**config.mk**
```make
export PLATFORM = sky130hd
export DESIGN_NAME = grid_readout_flat
export DESIGN_NICKNAME = d
export VERILOG_FILES = /design/src/rtl/sudoku_pkg.sv /design/src/rtl/grid_readout_if.sv /design/src/rtl/grid_readout_onehot_to_digit.sv /design/src/rtl/grid_readout.sv /design/src/flat_wrapper.sv
export SDC_FILE = /design/constraint.sdc
export NUM_CORES = 1
export LEC_CHECK = 0
export CORE_AREA = 2 2 290 292
export CTS_CLUSTER_SIZE = 30
export DETAILED_ROUTE_END_ITERATION = 10
export DIE_AREA = 0 0 292 294
export PLACE_DENSITY = 0.68
export SETUP_SLACK_MARGIN = 0.1
export SKIP_LAST_GASP = 1
export SLEW_MARGIN = 20
export SYNTH_ARGS = -nofsm -noshare
export SYNTH_HDL_FRONTEND = slang
export SYNTH_SLANG_ARGS = --single-unit
```
**constraint.sdc**
```tcl
create_clock -name clock -period 44.6 [get_ports clock]
set_input_delay 8.92 -clock clock [delete_from_list [all_inputs] [get_ports clock]]
set_output_delay 8.92 -clock clock [all_outputs]
set_load 0.03 [all_outputs]
```
**src/rtl/sudoku_pkg.sv**
```systemverilog
// Shared sudoku dimensions, readout state encoding and the block-index helper.
// GRID_ORD may be overridden from the command line with +define+GRID_ORD=<n>.
`ifndef GRID_ORD
`define GRID_ORD 3
`endif

package sudoku_pkg;

  localparam int GRID_ORD  = `GRID_ORD;
  localparam int GRID_LEN  = GRID_ORD * GRID_ORD;
  localparam int GRID_AREA = GRID_LEN * GRID_LEN;
  localparam int DIG_W     = $clog2(GRID_LEN + 1);
  localparam int IDX_W     = $clog2(GRID_LEN);

  typedef logic [DIG_W-1:0] digit_t;
  typedef logic [IDX_W-1:0] idx_t;

  typedef enum logic [1:0] {
    RD_IDLE,
    RD_CAPTURE,
    RD_STREAM,
    RD_DONE
  } rd_state_t;

  function automatic int blockof(input int row, input int col);
    return (row / GRID_ORD) * GRID_ORD + col / GRID_ORD;
  endfunction

endpackage

```
**src/rtl/grid_readout_if.sv**
```systemverilog
// Tile readout stream: one tile per valid/ready handshake, tagged with row/column.
interface grid_readout_if #(
  parameter int DIG_W = sudoku_pkg::DIG_W,
  parameter int IDX_W = sudoku_pkg::IDX_W
);

  logic             valid;
  logic             ready;
  logic [DIG_W-1:0] digit;
  logic [IDX_W-1:0] row;
  logic [IDX_W-1:0] col;
  logic             last;
  logic             bad;

  modport master (output valid, digit, row, col, last, bad, input ready);
  modport slave  (input valid, digit, row, col, last, bad, output ready);

endinterface

```
**src/rtl/grid_readout_onehot_to_digit.sv**
```systemverilog
// One-hot tile value to binary digit: bit k alone -> k+1, zero -> 0, multi-hot -> bad with digit 0.
module onehot_to_digit #(
  parameter int GRID_LEN = sudoku_pkg::GRID_LEN,
  parameter int DIG_W    = sudoku_pkg::DIG_W
) (
  input  logic [GRID_LEN-1:0] onehot,
  output logic [DIG_W-1:0]    digit,
  output logic                bad
);

  logic [DIG_W-1:0] digit_any;

  // OR of k+1 over set bits is exact when only one bit is set; multi-hot is caught separately.
  always_comb begin
    digit_any = '0;
    for (int k = 0; k < GRID_LEN; k++) begin
      if (onehot[k]) digit_any = digit_any | DIG_W'(k + 1);
    end
    bad   = |(onehot & (onehot - GRID_LEN'(1)));
    digit = bad ? '0 : digit_any;
  end

endmodule

```
**src/rtl/grid_readout.sv**
```systemverilog
// Snapshots a solved grid and streams it row-major over grid_readout_if; failure sets a sticky flag.
// Optional GRID_READOUT_VERIFY_EN adds verify_ok, a row/column/block uniqueness check of the stream.
module grid_readout #(
  parameter int GRID_ORD  = sudoku_pkg::GRID_ORD,
  parameter int GRID_LEN  = GRID_ORD * GRID_ORD,
  parameter int GRID_AREA = GRID_LEN * GRID_LEN,
  parameter int DIG_W     = $clog2(GRID_LEN + 1),
  parameter int IDX_W     = $clog2(GRID_LEN)
) (
  input  logic                          clock,
  input  logic                          reset,
  input  logic                          start,
  input  logic                          done_success,
  input  logic                          done_failure,
  input  logic [GRID_AREA*GRID_LEN-1:0] values,
  grid_readout_if.master                out_if,
  output logic                          failed,
  output logic                          busy
`ifdef GRID_READOUT_VERIFY_EN
  ,
  output logic                          verify_ok
`endif
);

  import sudoku_pkg::*;

  localparam int TILE_W = $clog2(GRID_AREA);
  localparam logic [IDX_W-1:0] LAST_IDX = IDX_W'(GRID_LEN - 1);

  rd_state_t            state;
  logic [GRID_LEN-1:0]  snap [GRID_AREA];
  logic [IDX_W-1:0]     row;
  logic [IDX_W-1:0]     col;
  logic [IDX_W-1:0]     sel_row;
  logic [IDX_W-1:0]     sel_col;
  logic [TILE_W-1:0]    tile_idx;
  logic [GRID_LEN-1:0]  tile_sel;
  logic [DIG_W-1:0]     conv_digit;
  logic                 conv_bad;

  // Next tile to present: the current index before the first load, else the one after it.
  always_comb begin
    sel_row = row;
    sel_col = col;
    if (out_if.valid) begin
      if (col == LAST_IDX) begin
        sel_col = '0;
        sel_row = row + IDX_W'(1);
      end else begin
        sel_col = col + IDX_W'(1);
      end
    end
    tile_idx = TILE_W'(int'(sel_row) * GRID_LEN + int'(sel_col));
    tile_sel = (tile_idx < TILE_W'(GRID_AREA)) ? snap[tile_idx] : '0;
  end

  onehot_to_digit #(
    .GRID_LEN (GRID_LEN),
    .DIG_W    (DIG_W)
  ) u_conv (
    .onehot (tile_sel),
    .digit  (conv_digit),
    .bad    (conv_bad)
  );

  always_ff @(posedge clock) begin
    if (reset) begin
      state        <= RD_IDLE;
      for (int i = 0; i < GRID_AREA; i++) snap[i] <= '0;
      row          <= '0;
      col          <= '0;
      out_if.valid <= 1'b0;
      out_if.digit <= '0;
      out_if.row   <= '0;
      out_if.col   <= '0;
      out_if.last  <= 1'b0;
      out_if.bad   <= 1'b0;
      failed       <= 1'b0;
      busy         <= 1'b0;
    end else begin
      case (state)
        RD_IDLE: begin
          if (done_success) begin
            for (int i = 0; i < GRID_AREA; i++) snap[i] <= values[i*GRID_LEN +: GRID_LEN];
            busy  <= 1'b1;
            state <= RD_CAPTURE;
          end else if (done_failure) begin
            failed <= 1'b1;
            state  <= RD_DONE;
          end
        end
        RD_CAPTURE: begin
          row   <= '0;
          col   <= '0;
          state <= RD_STREAM;
        end
        RD_STREAM: begin
          // Outputs move only when nothing is presented yet or the presented tile is accepted.
          if (!out_if.valid || out_if.ready) begin
            if (out_if.valid && out_if.last) begin
              out_if.valid <= 1'b0;
              out_if.digit <= '0;
              out_if.row   <= '0;
              out_if.col   <= '0;
              out_if.last  <= 1'b0;
              out_if.bad   <= 1'b0;
              busy         <= 1'b0;
              state        <= RD_DONE;
            end else begin
              out_if.valid <= 1'b1;
              out_if.digit <= conv_digit;
              out_if.bad   <= conv_bad;
              out_if.row   <= sel_row;
              out_if.col   <= sel_col;
              out_if.last  <= (sel_row == LAST_IDX) && (sel_col == LAST_IDX);
              row          <= sel_row;
              col          <= sel_col;
            end
          end
        end
        RD_DONE: begin
          if (start) begin
            failed <= 1'b0;
            state  <= RD_IDLE;
          end
        end
        default: state <= RD_IDLE;
      endcase
    end
  end

`ifdef GRID_READOUT_VERIFY_EN
  logic [GRID_LEN-1:0] row_mask;
  logic [GRID_LEN-1:0] col_mask [GRID_LEN];
  logic [GRID_LEN-1:0] blk_mask [GRID_LEN];
  logic [GRID_LEN-1:0] dig_mask;
  logic [IDX_W-1:0]    blk;

  always_comb begin
    dig_mask = (out_if.digit == '0) ? '0 : (GRID_LEN'(1) << (out_if.digit - DIG_W'(1)));
    blk      = IDX_W'(blockof(int'(out_if.row), int'(out_if.col)));
  end

  // An empty or bad tile also clears verify_ok: a complete grid has no zero digits.
  always_ff @(posedge clock) begin
    if (reset) begin
      verify_ok <= 1'b0;
      row_mask  <= '0;
      for (int i = 0; i < GRID_LEN; i++) begin
        col_mask[i] <= '0;
        blk_mask[i] <= '0;
      end
    end else if (state == RD_CAPTURE) begin
      verify_ok <= 1'b1;
      row_mask  <= '0;
      for (int i = 0; i < GRID_LEN; i++) begin
        col_mask[i] <= '0;
        blk_mask[i] <= '0;
      end
    end else if (state == RD_STREAM && out_if.valid && out_if.ready) begin
      if (out_if.bad || (dig_mask == '0) || |(row_mask & dig_mask) ||
          |(col_mask[out_if.col] & dig_mask) || |(blk_mask[blk] & dig_mask)) begin
        verify_ok <= 1'b0;
      end
      row_mask             <= (out_if.col == LAST_IDX) ? '0 : (row_mask | dig_mask);
      col_mask[out_if.col] <= col_mask[out_if.col] | dig_mask;
      blk_mask[blk]        <= blk_mask[blk] | dig_mask;
    end
  end
`endif

endmodule

```
**src/flat_wrapper.sv**
```systemverilog
// flat-port wrapper written by rule: the top's interface ports become plain ports
module grid_readout_flat import sudoku_pkg::*;
#(
  parameter int GRID_ORD  = sudoku_pkg::GRID_ORD,
  parameter int GRID_LEN  = GRID_ORD * GRID_ORD,
  parameter int GRID_AREA = GRID_LEN * GRID_LEN,
  parameter int DIG_W     = $clog2(GRID_LEN + 1),
  parameter int IDX_W     = $clog2(GRID_LEN)
)
  (clock, reset, start, done_success, done_failure, values, failed, busy, out_if_valid, out_if_digit, out_if_row, out_if_col, out_if_last, out_if_bad, out_if_ready);
  grid_readout_if #(.DIG_W(DIG_W), .IDX_W(IDX_W)) out_if_i ();
  input  logic clock;
  input  logic reset;
  input  logic start;
  input  logic done_success;
  input  logic done_failure;
  input  logic [GRID_AREA*GRID_LEN-1:0] values;
  output logic failed;
  output logic busy;
  output wire logic [$bits(out_if_i.valid)-1:0] out_if_valid;
  output wire logic [$bits(out_if_i.digit)-1:0] out_if_digit;
  output wire logic [$bits(out_if_i.row)-1:0] out_if_row;
  output wire logic [$bits(out_if_i.col)-1:0] out_if_col;
  output wire logic [$bits(out_if_i.last)-1:0] out_if_last;
  output wire logic [$bits(out_if_i.bad)-1:0] out_if_bad;
  input wire logic [$bits(out_if_i.ready)-1:0] out_if_ready;
  assign out_if_valid = out_if_i.valid;
  assign out_if_digit = out_if_i.digit;
  assign out_if_row = out_if_i.row;
  assign out_if_col = out_if_i.col;
  assign out_if_last = out_if_i.last;
  assign out_if_bad = out_if_i.bad;
  assign out_if_i.ready = out_if_ready;
  grid_readout #(.GRID_ORD(GRID_ORD), .GRID_LEN(GRID_LEN), .GRID_AREA(GRID_AREA), .DIG_W(DIG_W), .IDX_W(IDX_W)) u_core (.clock(clock), .reset(reset), .start(start), .done_success(done_success), .done_failure(done_failure), .values(values), .out_if(out_if_i), .failed(failed), .busy(busy));
endmodule
```
==> out/metrics.cfg <==
[placed_design]
gp_congestion=0.860
placed_area_um2=43300
dp_hpwl_um=76500
dpl_worst_slack_ns=30.28
port_buffers=751

[detailed_routing]
vias=22200
drc=0
drt_iter0_drc=1750
vias_per_cell=5.30
finalWirelength_um=106000
first_pass_iters=5
antenna_left=0
wl_per_cell_um=25.4

[logic_synthesis]
synthArstFlopShare=0
synth_top_area_frac=0.629
synth_cell_types=63
synthTopCellsByArea=edfxtp_1 (63%), and2_1 (11%), mux4_2 (10%), nor2b_1 (2.6%), mux2i_1 (2.0%)
ys_ff_latch=756
synth.avg_cell_area_um2=15.2
synth_top_cell_by_area=edfxtp_1
postSynthCellCount=2295
mappedNetlistArea_um2=34800
ys.flop_type=edfxtp_1
seq_area_frac_synth=0.644
yosysWarnings=0
synthesis.nets=3048
synth-edff-count=729

[clock_tree]
post_cts_buffers=0
cts_max_path_buffers=3
cts-root-buf=clkbuf_16
cts_buffers=85
clk_latency_ns=0.63
htree_num_levels=3
tritoncts=done
ctsHoldBuffers=0
cts_resized=0
path_clk_slew_ns=0.06
clock_sinks=756

[die]
fp-row-count=106
start_util=0.420
core_area_um2=82900
die_h_um=294
pin_count=752
chipWidth_um=292
dieArea_um2=85800

[power]
internal_power_w=0.00162
p_leak_nw=16.8
netSwitchingPower_w=0.000590
pwr-share-seq=0.466
vdd_drop_max_uv=39.6
p_comb_frac=0.225
p_per_area_nw_per_um2=47.8
power_w=0.00221
clock_power_share=0.309
p_sw_frac=0.268

[setup_path]
timing.critical_path.slowest_stage_cell=buf_4
cp_cell_sequence=clkdlybuf4s50_1, nand2_1, nand2b_4, buf_6, buf_4, buf_4, buf_6
cp_data_arrival_time_ns=13.36
path_class=input port to flip-flop
worst_ep_required_time_ns=44.85
cp-end-kind=flip-flop
critPathMaxStageDelay_ns=0.79
start_kind=input port
cp_max_fo=95

[grt]
overflow=0
grt_start_max_net_pins=315
track_usage=0.243
first_global_vias=22900
grt_first_pass_wirelength_um=152000
antenna_found_initial=44

[finish]
syn2layout_area_growth_pct=32.6
stdcell_area_um2=46200
multi_input_area_um2=11700
fin_nets=3757
regArea_um2=22400
fillers=6580
drive_gt1_frac=0.113

[sta]
setup_violations=0
fin_crit_sh=0.294
hold_ws_ns=0.466
fin_ws_ns=31.50
rsz0062_at_grt=no
clock.fmax_mhz=76.3
worstMarginPinSlew_ns=1.06
skew_ns=0.0366
fin_tns_setup_ns=0
slew-limit-headroom=0.286
hold_violations=0
drv_slew=0
fin_crit_ns=13.10

[outcome]
status=completed

[flow_run]
cap_violations=0

[hold_path]
min_path_type=flip-flop to flip-flop

cells by family (layout without fill, tap and decap cells):
kind of cell / after synthesis / in the layout / synth area share
AO/OA/AOI/OAI: 147 / 147 / 0.0319
multiplexers: 244 / 244 / 0.131
buffers and inverters: 173 / 953 / 0.0232
adder cells (fa/ha/maj): 19 / 19 / 0.00701
XOR/XNOR: 10 / 10 / 0.00295
flip-flops: 756 / 756 / 0.644
AND/OR/NAND/NOR: 946 / 946 / 0.160
other: 0 / 35 / 0
metal layers:
layer	wire (um)	global-route usage
met5	120	0
met4	3410	0.0940
met3	7190	0.0513
met2	53800	0.415
met1	41700	0.303
area by class of cell:
type | instances | share of cell area
diodes | 35 | 0.00190
clock buffers | 106 | 0.0494
clock inverters | 52 | 0.00987
inverters | 15 | 0.00122
multi-input cells | 1366 | 0.253
flip-flops and latches | 756 | 0.486
well taps | 1080 | 0.0293
repair buffers | 780 | 0.170
flip-flops by register name, summed over array words and instances, names as in the netlist, 2 cells and up:
name,flops
u_core.out_if.col,4
u_core.out_if.row,4
u_core.out_if.digit,4
u_core.row,4
u_core.col,4
u_core.state,2
u_core.snap,729
power by group through the flow:
stage | sequential [W] | combinational, W | clock [W]
after floorplan | 0.00112 | 0.000327 | 0
after global placement | 0.00103 | 0.000491 | 0
after detailed placement | 0.00104 | 0.000501 | 0
after CTS | 0.00103 | 0.000503 | 0.000692
after global routing | 0.00104 | 0.000538 | 0.000720
final | 0.00103 | 0.000497 | 0.000681
worst max-delay path: cells and delay by family:
kind	cells	cell delay (ns)
buf+inv	5	3.43
simple gates	2	0.74
cells in the mapped netlist, types with 7 or more instances:
cell       number
a21oi_1        13
buf_4          14
o2111ai_1       9
buf_2          17
a22oi_1        42
nand2_1        80
edfxtp_1      729
a311oi_1        8
mux4_2        158
mux2_2         10
o21ai_0        15
nor3_1         10
inv_1          14
nor2_1         36
mux2i_1        68
buf_6           9
clkbuf_1      111
mux4_1          7
ha_1           17
nand3_1        44
nand4_1        12
nor2b_1       144
dfxtp_1        27
and2_1        597
cell usage in the layout, fill, tap and decap left out, types with 6 or more instances in the layout:
master,n
clkbuf_1,16
mux4_1,7
nor2_1,34
ha_1,15
nand3_1,44
o2111ai_1,9
clkinv_2,21
a311oi_1,8
mux4_2,158
diode_2,35
nand2_1,80
mux2_2,10
a211o_1,6
nor3_1,10
and2_1,597
clkinv_1,14
a22oi_1,42
edfxtp_1,729
a21oi_1,12
nand4_1,12
buf_4,20
dfxtp_1,27
o21ai_0,15
nor2b_1,143
mux2i_1,68
a31oi_1,6
clkbuf_16,87
inv_1,13
clkdlybuf4s50_1,750
o211ai_1,6
path summary, 6_finish.rpt:
kind	startpoint	to	slack, ns	cells after the start
worst min register to register	u_core.out_if.digit[1]$_SDFFE_PP0P_	u_core.out_if.digit[1]$_SDFFE_PP0P_	0.47	2
worst max-delay path	done_success	u_core.snap[60][2]$_SDFFCE_PN0P_	31.50	7
worst min-delay path	u_core.out_if.digit[1]$_SDFFE_PP0P_	u_core.out_if.digit[1]$_SDFFE_PP0P_	0.47	2
worst max register to register	u_core.out_if.valid$_SDFFE_PP0P_	u_core.out_if.digit[3]$_SDFFE_PP0P_	37.44	17
metrics by stage:
step                      instances  utilization
after floorplan                2295            -
after global placement         3995        0.522
after detailed placement       3995        0.522
after CTS                      4153        0.555
after global routing           4185        0.557
final                          4190        0.557
No activity file was read; power rests on OpenSTA's default activity.
